$ cat config.mk
export PLATFORM = sky130hd
export DESIGN_NAME = multicycle_main_fsm_flat
export DESIGN_NICKNAME = d
export VERILOG_FILES = /design/src/rtl/multicycle_main_fsm_pkg.sv /design/src/rtl/multicycle_main_fsm_if.sv /design/src/rtl/multicycle_main_fsm_instr_decoder.sv /design/src/rtl/multicycle_main_fsm.sv /design/src/flat_wrapper.sv
export SDC_FILE = /design/constraint.sdc
export NUM_CORES = 1
export LEC_CHECK = 0
export BUFFER_PORTS_ARGS = -buffer_cell sky130_fd_sc_hd__buf_2
export CAP_MARGIN = 0
export CORE_UTILIZATION = 52
export DETAILED_ROUTE_END_ITERATION = 12
export PLACE_DENSITY = 0.91
export SLEW_MARGIN = 20
export SYNTH_ARGS = -nofsm -noshare
export SYNTH_HDL_FRONTEND = slang
export SYNTH_HIERARCHICAL = 1
export SYNTH_SLANG_ARGS = --single-unit
$ cat constraint.sdc
create_clock -name clk -period 2.2 [get_ports clk]
set_input_delay 0.22 -clock clk [delete_from_list [all_inputs] [get_ports clk]]
set_output_delay 0.22 -clock clk [all_outputs]
set_load 0.005 [all_outputs]
$ cat src/rtl/multicycle_main_fsm_pkg.sv
// Shared types and encodings for the multi-cycle RV32I main control FSM.
package multicycle_main_fsm_pkg;

    typedef enum logic [3:0] {
        FETCH,
        DECODE,
        MEMADR,
        MEMREAD,
        MEMWB,
        MEMWRITE,
        EXECUTER,
        EXECUTEI,
        ALUWB,
        JAL,
        BEQ,
        ILLEGAL
    } state_t;

    localparam logic [6:0] OP_LW  = 7'b0000011;
    localparam logic [6:0] OP_SW  = 7'b0100011;
    localparam logic [6:0] OP_R   = 7'b0110011;
    localparam logic [6:0] OP_I   = 7'b0010011;
    localparam logic [6:0] OP_JAL = 7'b1101111;
    localparam logic [6:0] OP_BEQ = 7'b1100011;

    localparam logic [1:0] ALUOP_ADD   = 2'b00;
    localparam logic [1:0] ALUOP_SUB   = 2'b01;
    localparam logic [1:0] ALUOP_FUNCT = 2'b10;

    localparam logic [1:0] SRCA_PC    = 2'b00;
    localparam logic [1:0] SRCA_OLDPC = 2'b01;
    localparam logic [1:0] SRCA_RS1   = 2'b10;

    localparam logic [1:0] SRCB_RS2  = 2'b00;
    localparam logic [1:0] SRCB_IMM  = 2'b01;
    localparam logic [1:0] SRCB_FOUR = 2'b10;

    localparam logic [1:0] RES_ALUOUT    = 2'b00;
    localparam logic [1:0] RES_DATA      = 2'b01;
    localparam logic [1:0] RES_ALURESULT = 2'b10;

    localparam logic [1:0] IMM_I = 2'b00;
    localparam logic [1:0] IMM_S = 2'b01;
    localparam logic [1:0] IMM_B = 2'b10;
    localparam logic [1:0] IMM_J = 2'b11;

endpackage

$ cat src/rtl/multicycle_main_fsm_if.sv
// Control bus between the main FSM (master) and the shared datapath/memory (slave).
interface multicycle_main_fsm_if #(
    parameter int CNT_W = 32
);
    logic [6:0]       Op;
    logic             Zero;
    logic             MemReady;
    logic             MemReq;
    logic             MemWrite;
    logic             AdrSrc;
    logic             IRWrite;
    logic             PCWrite;
    logic             RegWrite;
    logic [1:0]       ALUSrcA;
    logic [1:0]       ALUSrcB;
    logic [1:0]       ALUOp;
    logic [1:0]       ResultSrc;
    logic [1:0]       ImmSrc;
    logic             InstrRetired;
    logic [CNT_W-1:0] RetireCount;
    logic             Halt;

    // Memory handshake: MemReq is held high (with address/strobe stable) every
    // cycle of an access; the access completes on the cycle MemReady is also high.
    modport master (
        input  Op, Zero, MemReady,
        output MemReq, MemWrite, AdrSrc, IRWrite, PCWrite, RegWrite,
               ALUSrcA, ALUSrcB, ALUOp, ResultSrc, ImmSrc,
               InstrRetired, RetireCount, Halt
    );

    modport slave (
        output Op, Zero, MemReady,
        input  MemReq, MemWrite, AdrSrc, IRWrite, PCWrite, RegWrite,
               ALUSrcA, ALUSrcB, ALUOp, ResultSrc, ImmSrc,
               InstrRetired, RetireCount, Halt
    );
endinterface

$ cat src/rtl/multicycle_main_fsm_instr_decoder.sv
// Combinational opcode to immediate-format selector.
module multicycle_main_fsm_instr_decoder
    import multicycle_main_fsm_pkg::*;
(
    input  logic [6:0] i_op,
    output logic [1:0] o_imm_src
);
    always_comb begin
        o_imm_src = IMM_I;
        case (i_op)
            OP_LW, OP_I: o_imm_src = IMM_I;
            OP_SW:       o_imm_src = IMM_S;
            OP_BEQ:      o_imm_src = IMM_B;
            OP_JAL:      o_imm_src = IMM_J;
            default:     o_imm_src = IMM_I;
        endcase
    end
endmodule

$ cat src/rtl/multicycle_main_fsm.sv
// Main control FSM of the multi-cycle RV32I core: sequences fetch/decode/execute,
// stalls on memory, halts on illegal opcodes and counts retired instructions.
module multicycle_main_fsm
    import multicycle_main_fsm_pkg::*;
#(
    parameter int CNT_W = 32
) (
    input  logic                   clk,
    input  logic                   rst_n,
    multicycle_main_fsm_if.master  bus,
    output state_t                 o_dbg_state
);
    state_t           r_state;
    state_t           w_next;
    logic [CNT_W-1:0] r_count;

    logic       w_mem_req, w_mem_write, w_adr_src, w_ir_write;
    logic       w_pc_update, w_branch, w_reg_write, w_retire, w_halt;
    logic [1:0] w_src_a, w_src_b, w_alu_op, w_res_src, w_imm_src;

    always_ff @(posedge clk) begin
        if (!rst_n) begin
            r_state <= FETCH;
            r_count <= '0;
        end else begin
            r_state <= w_next;
            if (w_retire) r_count <= r_count + CNT_W'(1);
        end
    end

    always_comb begin
        w_next      = r_state;
        w_mem_req   = 1'b0;
        w_mem_write = 1'b0;
        w_adr_src   = 1'b0;
        w_ir_write  = 1'b0;
        w_pc_update = 1'b0;
        w_branch    = 1'b0;
        w_reg_write = 1'b0;
        w_retire    = 1'b0;
        w_halt      = 1'b0;
        w_src_a     = SRCA_PC;
        w_src_b     = SRCB_RS2;
        w_alu_op    = ALUOP_ADD;
        w_res_src   = RES_ALUOUT;
        case (r_state)
            FETCH: begin
                w_mem_req   = 1'b1;
                w_src_b     = SRCB_FOUR;
                w_res_src   = RES_ALURESULT;
                w_ir_write  = bus.MemReady;
                w_pc_update = bus.MemReady;
                if (bus.MemReady) w_next = DECODE;
            end
            DECODE: begin
                // Branch target is precomputed here so BEQ only needs the compare.
                w_src_a = SRCA_OLDPC;
                w_src_b = SRCB_IMM;
                case (bus.Op)
                    OP_LW, OP_SW: w_next = MEMADR;
                    OP_R:         w_next = EXECUTER;
                    OP_I:         w_next = EXECUTEI;
                    OP_JAL:       w_next = JAL;
                    OP_BEQ:       w_next = BEQ;
                    default:      w_next = ILLEGAL;
                endcase
            end
            MEMADR: begin
                w_src_a = SRCA_RS1;
                w_src_b = SRCB_IMM;
                w_next  = (bus.Op == OP_LW) ? MEMREAD : MEMWRITE;
            end
            MEMREAD: begin
                w_mem_req = 1'b1;
                w_adr_src = 1'b1;
                if (bus.MemReady) w_next = MEMWB;
            end
            MEMWB: begin
                w_res_src   = RES_DATA;
                w_reg_write = 1'b1;
                w_retire    = 1'b1;
                w_next      = FETCH;
            end
            MEMWRITE: begin
                w_mem_req   = 1'b1;
                w_mem_write = 1'b1;
                w_adr_src   = 1'b1;
                if (bus.MemReady) begin
                    w_retire = 1'b1;
                    w_next   = FETCH;
                end
            end
            EXECUTER: begin
                w_src_a  = SRCA_RS1;
                w_src_b  = SRCB_RS2;
                w_alu_op = ALUOP_FUNCT;
                w_next   = ALUWB;
            end
            EXECUTEI: begin
                w_src_a  = SRCA_RS1;
                w_src_b  = SRCB_IMM;
                w_alu_op = ALUOP_FUNCT;
                w_next   = ALUWB;
            end
            JAL: begin
                w_src_a     = SRCA_OLDPC;
                w_src_b     = SRCB_FOUR;
                w_pc_update = 1'b1;
                w_next      = ALUWB;
            end
            ALUWB: begin
                w_reg_write = 1'b1;
                w_retire    = 1'b1;
                w_next      = FETCH;
            end
            BEQ: begin
                w_src_a  = SRCA_RS1;
                w_src_b  = SRCB_RS2;
                w_alu_op = ALUOP_SUB;
                w_branch = 1'b1;
                w_retire = 1'b1;
                w_next   = FETCH;
            end
            ILLEGAL: w_halt = 1'b1;
            default: w_next = FETCH;
        endcase
    end

    multicycle_main_fsm_instr_decoder u_instr_decoder (
        .i_op      (bus.Op),
        .o_imm_src (w_imm_src)
    );

    // Side-effecting strobes are killed combinationally while reset is held.
    assign bus.MemReq       = rst_n & w_mem_req;
    assign bus.MemWrite     = rst_n & w_mem_write;
    assign bus.IRWrite      = rst_n & w_ir_write;
    assign bus.PCWrite      = rst_n & (w_pc_update | (w_branch & bus.Zero));
    assign bus.RegWrite     = rst_n & w_reg_write;
    assign bus.InstrRetired = rst_n & w_retire;
    assign bus.AdrSrc       = w_adr_src;
    assign bus.ALUSrcA      = w_src_a;
    assign bus.ALUSrcB      = w_src_b;
    assign bus.ALUOp        = w_alu_op;
    assign bus.ResultSrc    = w_res_src;
    assign bus.ImmSrc       = w_imm_src;
    assign bus.RetireCount  = r_count;
    assign bus.Halt         = w_halt;
    assign o_dbg_state      = r_state;
endmodule
$ cat src/flat_wrapper.sv
// flat-port wrapper written by rule: the top's interface ports become plain ports
module multicycle_main_fsm_flat import multicycle_main_fsm_pkg::*;
#(
    parameter int CNT_W = 32
)
  (clk, rst_n, o_dbg_state, bus_Op, bus_Zero, bus_MemReady, bus_MemReq, bus_MemWrite, bus_AdrSrc, bus_IRWrite, bus_PCWrite, bus_RegWrite, bus_ALUSrcA, bus_ALUSrcB, bus_ALUOp, bus_ResultSrc, bus_ImmSrc, bus_InstrRetired, bus_RetireCount, bus_Halt);
  multicycle_main_fsm_if #(.CNT_W(CNT_W)) bus_i ();
  input  logic clk;
  input  logic rst_n;
  output state_t o_dbg_state;
  input wire logic [$bits(bus_i.Op)-1:0] bus_Op;
  input wire logic [$bits(bus_i.Zero)-1:0] bus_Zero;
  input wire logic [$bits(bus_i.MemReady)-1:0] bus_MemReady;
  output wire logic [$bits(bus_i.MemReq)-1:0] bus_MemReq;
  output wire logic [$bits(bus_i.MemWrite)-1:0] bus_MemWrite;
  output wire logic [$bits(bus_i.AdrSrc)-1:0] bus_AdrSrc;
  output wire logic [$bits(bus_i.IRWrite)-1:0] bus_IRWrite;
  output wire logic [$bits(bus_i.PCWrite)-1:0] bus_PCWrite;
  output wire logic [$bits(bus_i.RegWrite)-1:0] bus_RegWrite;
  output wire logic [$bits(bus_i.ALUSrcA)-1:0] bus_ALUSrcA;
  output wire logic [$bits(bus_i.ALUSrcB)-1:0] bus_ALUSrcB;
  output wire logic [$bits(bus_i.ALUOp)-1:0] bus_ALUOp;
  output wire logic [$bits(bus_i.ResultSrc)-1:0] bus_ResultSrc;
  output wire logic [$bits(bus_i.ImmSrc)-1:0] bus_ImmSrc;
  output wire logic [$bits(bus_i.InstrRetired)-1:0] bus_InstrRetired;
  output wire logic [$bits(bus_i.RetireCount)-1:0] bus_RetireCount;
  output wire logic [$bits(bus_i.Halt)-1:0] bus_Halt;
  assign bus_i.Op = bus_Op;
  assign bus_i.Zero = bus_Zero;
  assign bus_i.MemReady = bus_MemReady;
  assign bus_MemReq = bus_i.MemReq;
  assign bus_MemWrite = bus_i.MemWrite;
  assign bus_AdrSrc = bus_i.AdrSrc;
  assign bus_IRWrite = bus_i.IRWrite;
  assign bus_PCWrite = bus_i.PCWrite;
  assign bus_RegWrite = bus_i.RegWrite;
  assign bus_ALUSrcA = bus_i.ALUSrcA;
  assign bus_ALUSrcB = bus_i.ALUSrcB;
  assign bus_ALUOp = bus_i.ALUOp;
  assign bus_ResultSrc = bus_i.ResultSrc;
  assign bus_ImmSrc = bus_i.ImmSrc;
  assign bus_InstrRetired = bus_i.InstrRetired;
  assign bus_RetireCount = bus_i.RetireCount;
  assign bus_Halt = bus_i.Halt;
  multicycle_main_fsm #(.CNT_W(CNT_W)) u_core (.clk(clk), .rst_n(rst_n), .bus(bus_i), .o_dbg_state(o_dbg_state));
endmodule
; ---- Word-level counts from Yosys, hierarchy flattened
; Cells that the tools add are included.
[totals]
ramBits = 0
mem_bits_ro = 0
out_inout_bits = 54
mem_count = 0
latchBits = 0
input_bits = 11
regBits = 36
[classes]
bitwise = 9
reduce_logical = 13
add_sub_neg = 1
div = 0
shifts = 0
n_eq_ne = 20
n_lt_le_gt_ge = 0
mux = 21
n_mul = 0
[ops]
columns = operator, count
row1 = "adder 32 x 1 -> 32 bit, second input constant", 1
row2 = case mux 4 bit (7 select lines), 1
row3 = case mux 4 bit (5 select lines), 1
row4 = "equality test 4 x 3 -> 1 bit, second input constant", 4
row5 = "equality test 4 bit, second input constant", 4
row6 = case mux 2 bit (2 select lines), 4
row7 = "equality test 7 x 6 -> 1 bit, second input constant", 2
row8 = "equality test 7 bit, second input constant", 2
row9 = two-way mux 4 bit, 3
row10 = OR reduction 2 bit, 6
row11 = OR reduction 3 bit, 4
row12 = "equality test 4 x 2 -> 1 bit, second input constant", 2
row13 = two-way mux 1 bit, 8
row14 = AND 1 bit, 7
row15 = "equality test 7 x 2 -> 1 bit, second input constant", 1
row16 = "equality test 7 x 5 -> 1 bit, second input constant", 1
row17 = "inequality test 2 bit, second input constant", 3
row18 = case mux 2 bit (3 select lines), 1
row19 = "equality test 4 x 1 -> 1 bit, second input constant", 1
row20 = logical NOT 4 bit, 1
row21 = case mux 1 bit (2 select lines), 2
row22 = AND reduction 4 bit, 1
row23 = OR reduction 4 bit, 1
row24 = two-way mux 3 bit, 1
row25 = other kinds (2), 2

; ---- Logic depth before layout (Yosys ltp)
[logic_depth]
ltp_word = 5
depth_mapped = 7
mapped_depth_nobuf = 6

; ---- Modules after synthesis
; Netlist, hierarchy kept.
[by_module_without_submodules]
columns = module, area_per_inst_um2, cells_per_inst, instances
row1 = multicycle_main_fsm, 2135.8, 263, 1
row2 = multicycle_main_fsm_instr_decoder, 43.8, 6, 1

; ---- Worst setup path before layout
; Ideal clock, no wire load.
[synth_timing]
path_type = reg-to-reg
start = reg u_core.r_count[0], in the netlist u_core/bus.RetireCount[0]
end = reg u_core.r_count[10], in the netlist u_core/bus.RetireCount[10]
arrival_ns = 1.833
path_stages_with_launch = 8
slack_ns = 0.239
cell_sequence = dfxtp_1 -> ha_1 -> inv_1 -> o41a_1 -> buf_2 -> nor4_1 -> xnor2_1 -> nor2_1
[synth_via]
elab_chain_len = 1
[synth_lines]
columns = element, line
row1 = "start, declared", multicycle_main_fsm.sv:15  ; logic [CNT_W-1:0] r_count;
row2 = "start signal, assigned", multicycle_main_fsm.sv:27  ; if (w_retire) r_count <= r_count + CNT_W'(1);
row3 = adder 32 x 1 -> 32 bit, multicycle_main_fsm.sv:27
; Every way passes these cells.
; A chain may end at the register's enable or synchronous reset.

; ---- Worst setup path after layout
[layout_timing]
start = reg u_core.r_state[0], in the netlist u_core/o_dbg_state[0]
end = out bus_InstrRetired
[layout_via]
elab_chain_len = 4
word_cells_on_any_way = 7
cone_classes = eq/ne (4) / mux (1) / bitwise (1) / reduce/logical (1)
[layout_lines]
columns = element, line
row1 = "start, declared", multicycle_main_fsm.sv:13  ; state_t r_state;
row2 = "start signal, assigned", multicycle_main_fsm.sv:26  ; r_state <= w_next;
row3 = equality test 4 bit or equality test 4 x 3 -> 1 bit (tied branches), multicycle_main_fsm.sv:46  ; case (r_state)
row4 = OR reduction 3 bit (no source line), --
row5 = case mux 1 bit (2 select lines) *, multicycle_main_fsm.sv:46
row6 = AND 1 bit *, multicycle_main_fsm.sv:140  ; assign bus.InstrRetired = rst_n & w_retire;
row7 = "end, declared", flat_wrapper.sv:25  ; output wire logic [$bits(bus_i.InstrRetired)-1:0] bus_InstrRetired;
; Every way passes the cells marked *; elsewhere a longest branch is shown, timed or not.

==> key figures <==
Placement
  – Final HPWL DP: 3950 um
  – Placed cells: 379
  – PortBufs: 64
  – GPL Wtd Cong: 0.869
  – Pre-CTS setup slack: 0.258 ns

Setup path
  – R2r worst-path depth: 7
  – CP Launch Type: register
  – Setup slack, reg-to-reg: 0.24 ns
  – Worst R2R End: u_core/bus.RetireCount[28]
  – CP Max Fanout: 9
  – Crit path launch: u_core/o_dbg_state[0]
  – CP Cell Sequence: nor2b_1 -> a2bb2oi_4 -> nor2_1 -> buf_2
  – Worst EP required: 1.98 ns
  – Data arrival time of the worst path: 1.75 ns
  – Critical path type: reg2out
  – CP endpoint: bus_InstrRetired
  – CP max stage delay: 0.46 ns
  – CP endpoint kind: output pin
  – R2r startpoint: u_core/bus.RetireCount[1]
  – Worst path slowest cell: nor2b_1

Timing
  – Max-slew violations: 0
  – F_max: 0.508 GHz
  – Final setup fails: 0
  – Hold Vio Cnt, Final: 0
  – Final worst slack: 0.232 ns
  – Unrepaired setup endpoints after global routing: no
  – Worst Skew: 0.00885 ns
  – Sum Neg Setup Slack: 0 ns
  – Period utilization: 0.894
  – Max-slew headroom: 0.635
  – Worst Tran Pin Value: 0.542 ns
  – Min Tclk post-route: 1.97 ns

Finish
  – Fill cells: 334
  – Ant diodes: 0
  – Syn-to-layout area delta: 22.2%
  – Nets: 348
  – Share of layout cells above drive strength 1: 0.282
  – Post-layout util: 0.666
  – Finished Layout Cells: 387

Floorplan
  – Die area: 4450 um^2
  – Ports: 65
  – Die width: 66.7 um
  – Core area: 4000 um^2
  – Die height: 66.7 um
  – Row Count: 23
  – Starting density of the core: 0.545

Synthesis
  – Post-synth top area cell: dfxtp_1
  – Post-synth EDFFs: 0
  – Seq cells post-synth: 36
  – YS warnings: 6
  – Sequential share of the synthesized area: 0.331
  – Dominant synthesized flop cell: dfxtp_1
  – Post-synthesis cell count: 269
  – Syn_area_per_cell: 8.10 um^2
  – Synth top area cells: dfxtp_1 (33%), xnor2_1 (6.8%), nor2_1 (6.0%), a21oi_1 (3.7%), nor3_1 (3.7%)
  – Synth Net Count: 281
  – Mapped cell area: 2180 um^2
  – Async SR Flop Fraction: 0
  – Post-synth top area share: 0.331
  – Synth unique cells: 54

Hold path
  – Hold_sp: rst_n
  – Hold Path Class: in2reg

Clock network
  – Clock Sinks: 36
  – Worst-Skew Late Latency: 0.30 ns
  – TritonCTS clock tree: yes
  – Clk root buf: clkbuf_8
  – CTS Buf Count: 5
  – # resized after CTS: 0
  – Hold-fix buffer count after cts: 0
  – H-Tree Depth: 2
  – Postcts setup bufs: 0
  – Reg clk slew, reported paths: 0.07 ns
  – Clock buffer depth: 2

Global route
  – First-pass GRT wire length: 8660 um
  – Vias in the first global route: 1827
  – Total congestion overflow: 0
  – Largest net degree at the start of global routing: 26
  – GRT Util Overall: 0.260
  – Antenna violations before repair: 0

Pwr
  – P per Cell Area: 756 nW/um^2
  – Max VDD drop: 541 uV
  – LEAKAGE: 1.08 nW

Drt
  – Routed Antenna Nets: 0
  – Via count: 2223
  – TritonRoute pass-1 iters: 5
  – Drt initial violations: 143
  – Drt via density: 5.74
  – Drc violations: 0
  – Drt total wl: 5680 um
  – WL/cell: 14.7 um

Flow run
  – Maxcap violations: 0

Run status
  – Status: completed
-- final cells by class --
type | count | area [um^2] | share of cell area
Multi-Input combinational cell | 208 | 1350 | 0.508
Clock buffer | 6 | 82.6 | 0.0310
Clock inverter | 2 | 10.0 | 0.00376
Timing Repair Buffer | 73 | 388 | 0.146
Tap cell | 50 | 62.6 | 0.0235
Sequential cell | 36 | 721 | 0.271
Inverter | 12 | 45.0 | 0.0169
-- layout by cell type, fill, tap and decap left out, types with 2 or more instances in the layout --
master and n:
buf_2 64, dfxtp_1 36, nor2_1 35, nand2_1 20
xnor2_1 17, a21oi_1 16, nor3_1 16, inv_1 11
nand3_1 10, nand4_1 10, buf_4 9, o21ai_0 8
xor2_1 7, nor4_1 7, clkbuf_8 6, nand2b_1 4
or3_1 4, or4_1 4, nand3b_1 4, nor4_2 4
nor2b_1 3, clkinv_2 2, and2_1 2, and3_1 2
o31a_1 2, and4_1 2, nor4_4 2, a31o_1 2
o31ai_1 2
-- how the worst min path moves through the flow --
stage | to | slack [ns] | cells past startpoint
final | u_core/o_dbg_state[1] | 0.24 | 2
after global routing | u_core/o_dbg_state[1] | 0.24 | 2
after CTS | u_core/o_dbg_state[1] | 0.23 | 2
after detailed placement | u_core/bus.RetireCount[1] | 0.51 | 2
after global placement | u_core/bus.RetireCount[17] | 0.49 | 2
after floorplan | u_core/o_dbg_state[2] | 0.37 | 2
-- report_power, final --
group / total, mW / switching [mW] / internal, mW
logic: 0.802 / 0.479 / 0.323
registers: 0.715 / 0.0295 / 0.686
clock network: 0.497 / 0.247 / 0.250
total: 2.01 / 0.756 / 1.26
-- critical path, delay by kind of cell, from the launching register on --
kind | cells | cell delay (ns)
compound gates | 1 | 0.38
buf+inv | 1 | 0.14
flops | 1 | 0.38
simple gates | 2 | 0.55
-- registers in the layout (all words and copies together) (netlist names) --
signal	flops
u_core/bus.RetireCount	32
u_core/o_dbg_state	4
-- per-stage QoR --
stage | hold slack, ns | cell area (um^2) | total power, mW
floorplan | 0.375 | 2180 | 1.26
global placement | 0.492 | 2570 | 1.50
detailed placement | 0.514 | 2570 | 1.52
CTS | 0.230 | 2660 | 2.01
global route | 0.235 | 2660 | 2.13
finish | 0.240 | 2660 | 2.01
-- synth_stat cells, types with 2 or more instances --
master and number:
xor2_1 7, nand4_1 10, or3_1 4, nor2b_1 3, or4_1 4, nand2b_1 4, nor3_1 16, nor4_1 7
nor4_2 4, and2_1 2, o21ai_0 8, a21oi_1 16, and3_1 2, nand3b_1 4, nand2_1 20, nor4_4 2
clkbuf_1 9, o31a_1 2, inv_1 11, a31o_1 2, nand3_1 10, o31ai_1 2, nor2_1 35, and4_1 2
buf_2 3, xnor2_1 17, dfxtp_1 36
-- kinds of logic after synthesis --
family,after synthesis,synth area share
buffers and inverters,25,0.0482
flip-flops,36,0.331
adder cells (fa/ha/maj),2,0.0103
multiplexers,1,0.00459
AO/OA/AOI/OAI,42,0.141
AND/OR/NAND/NOR,139,0.369
XOR/XNOR,24,0.0964
-- metal layers --
| layer | up-vias | global-route usage | routed length [um] |
|---|---|---|---|
| li1 | 1098 | - | - |
| met5 | - | 0 | 0 |
| met2 | 74 | 0.393 | 2710 |
| met3 | 11 | 0.0736 | 304 |
| met1 | 1040 | 0.341 | 2570 |
| met4 | 0 | 0.114 | 99 |
No activity file was read; power rests on OpenSTA's default activity.
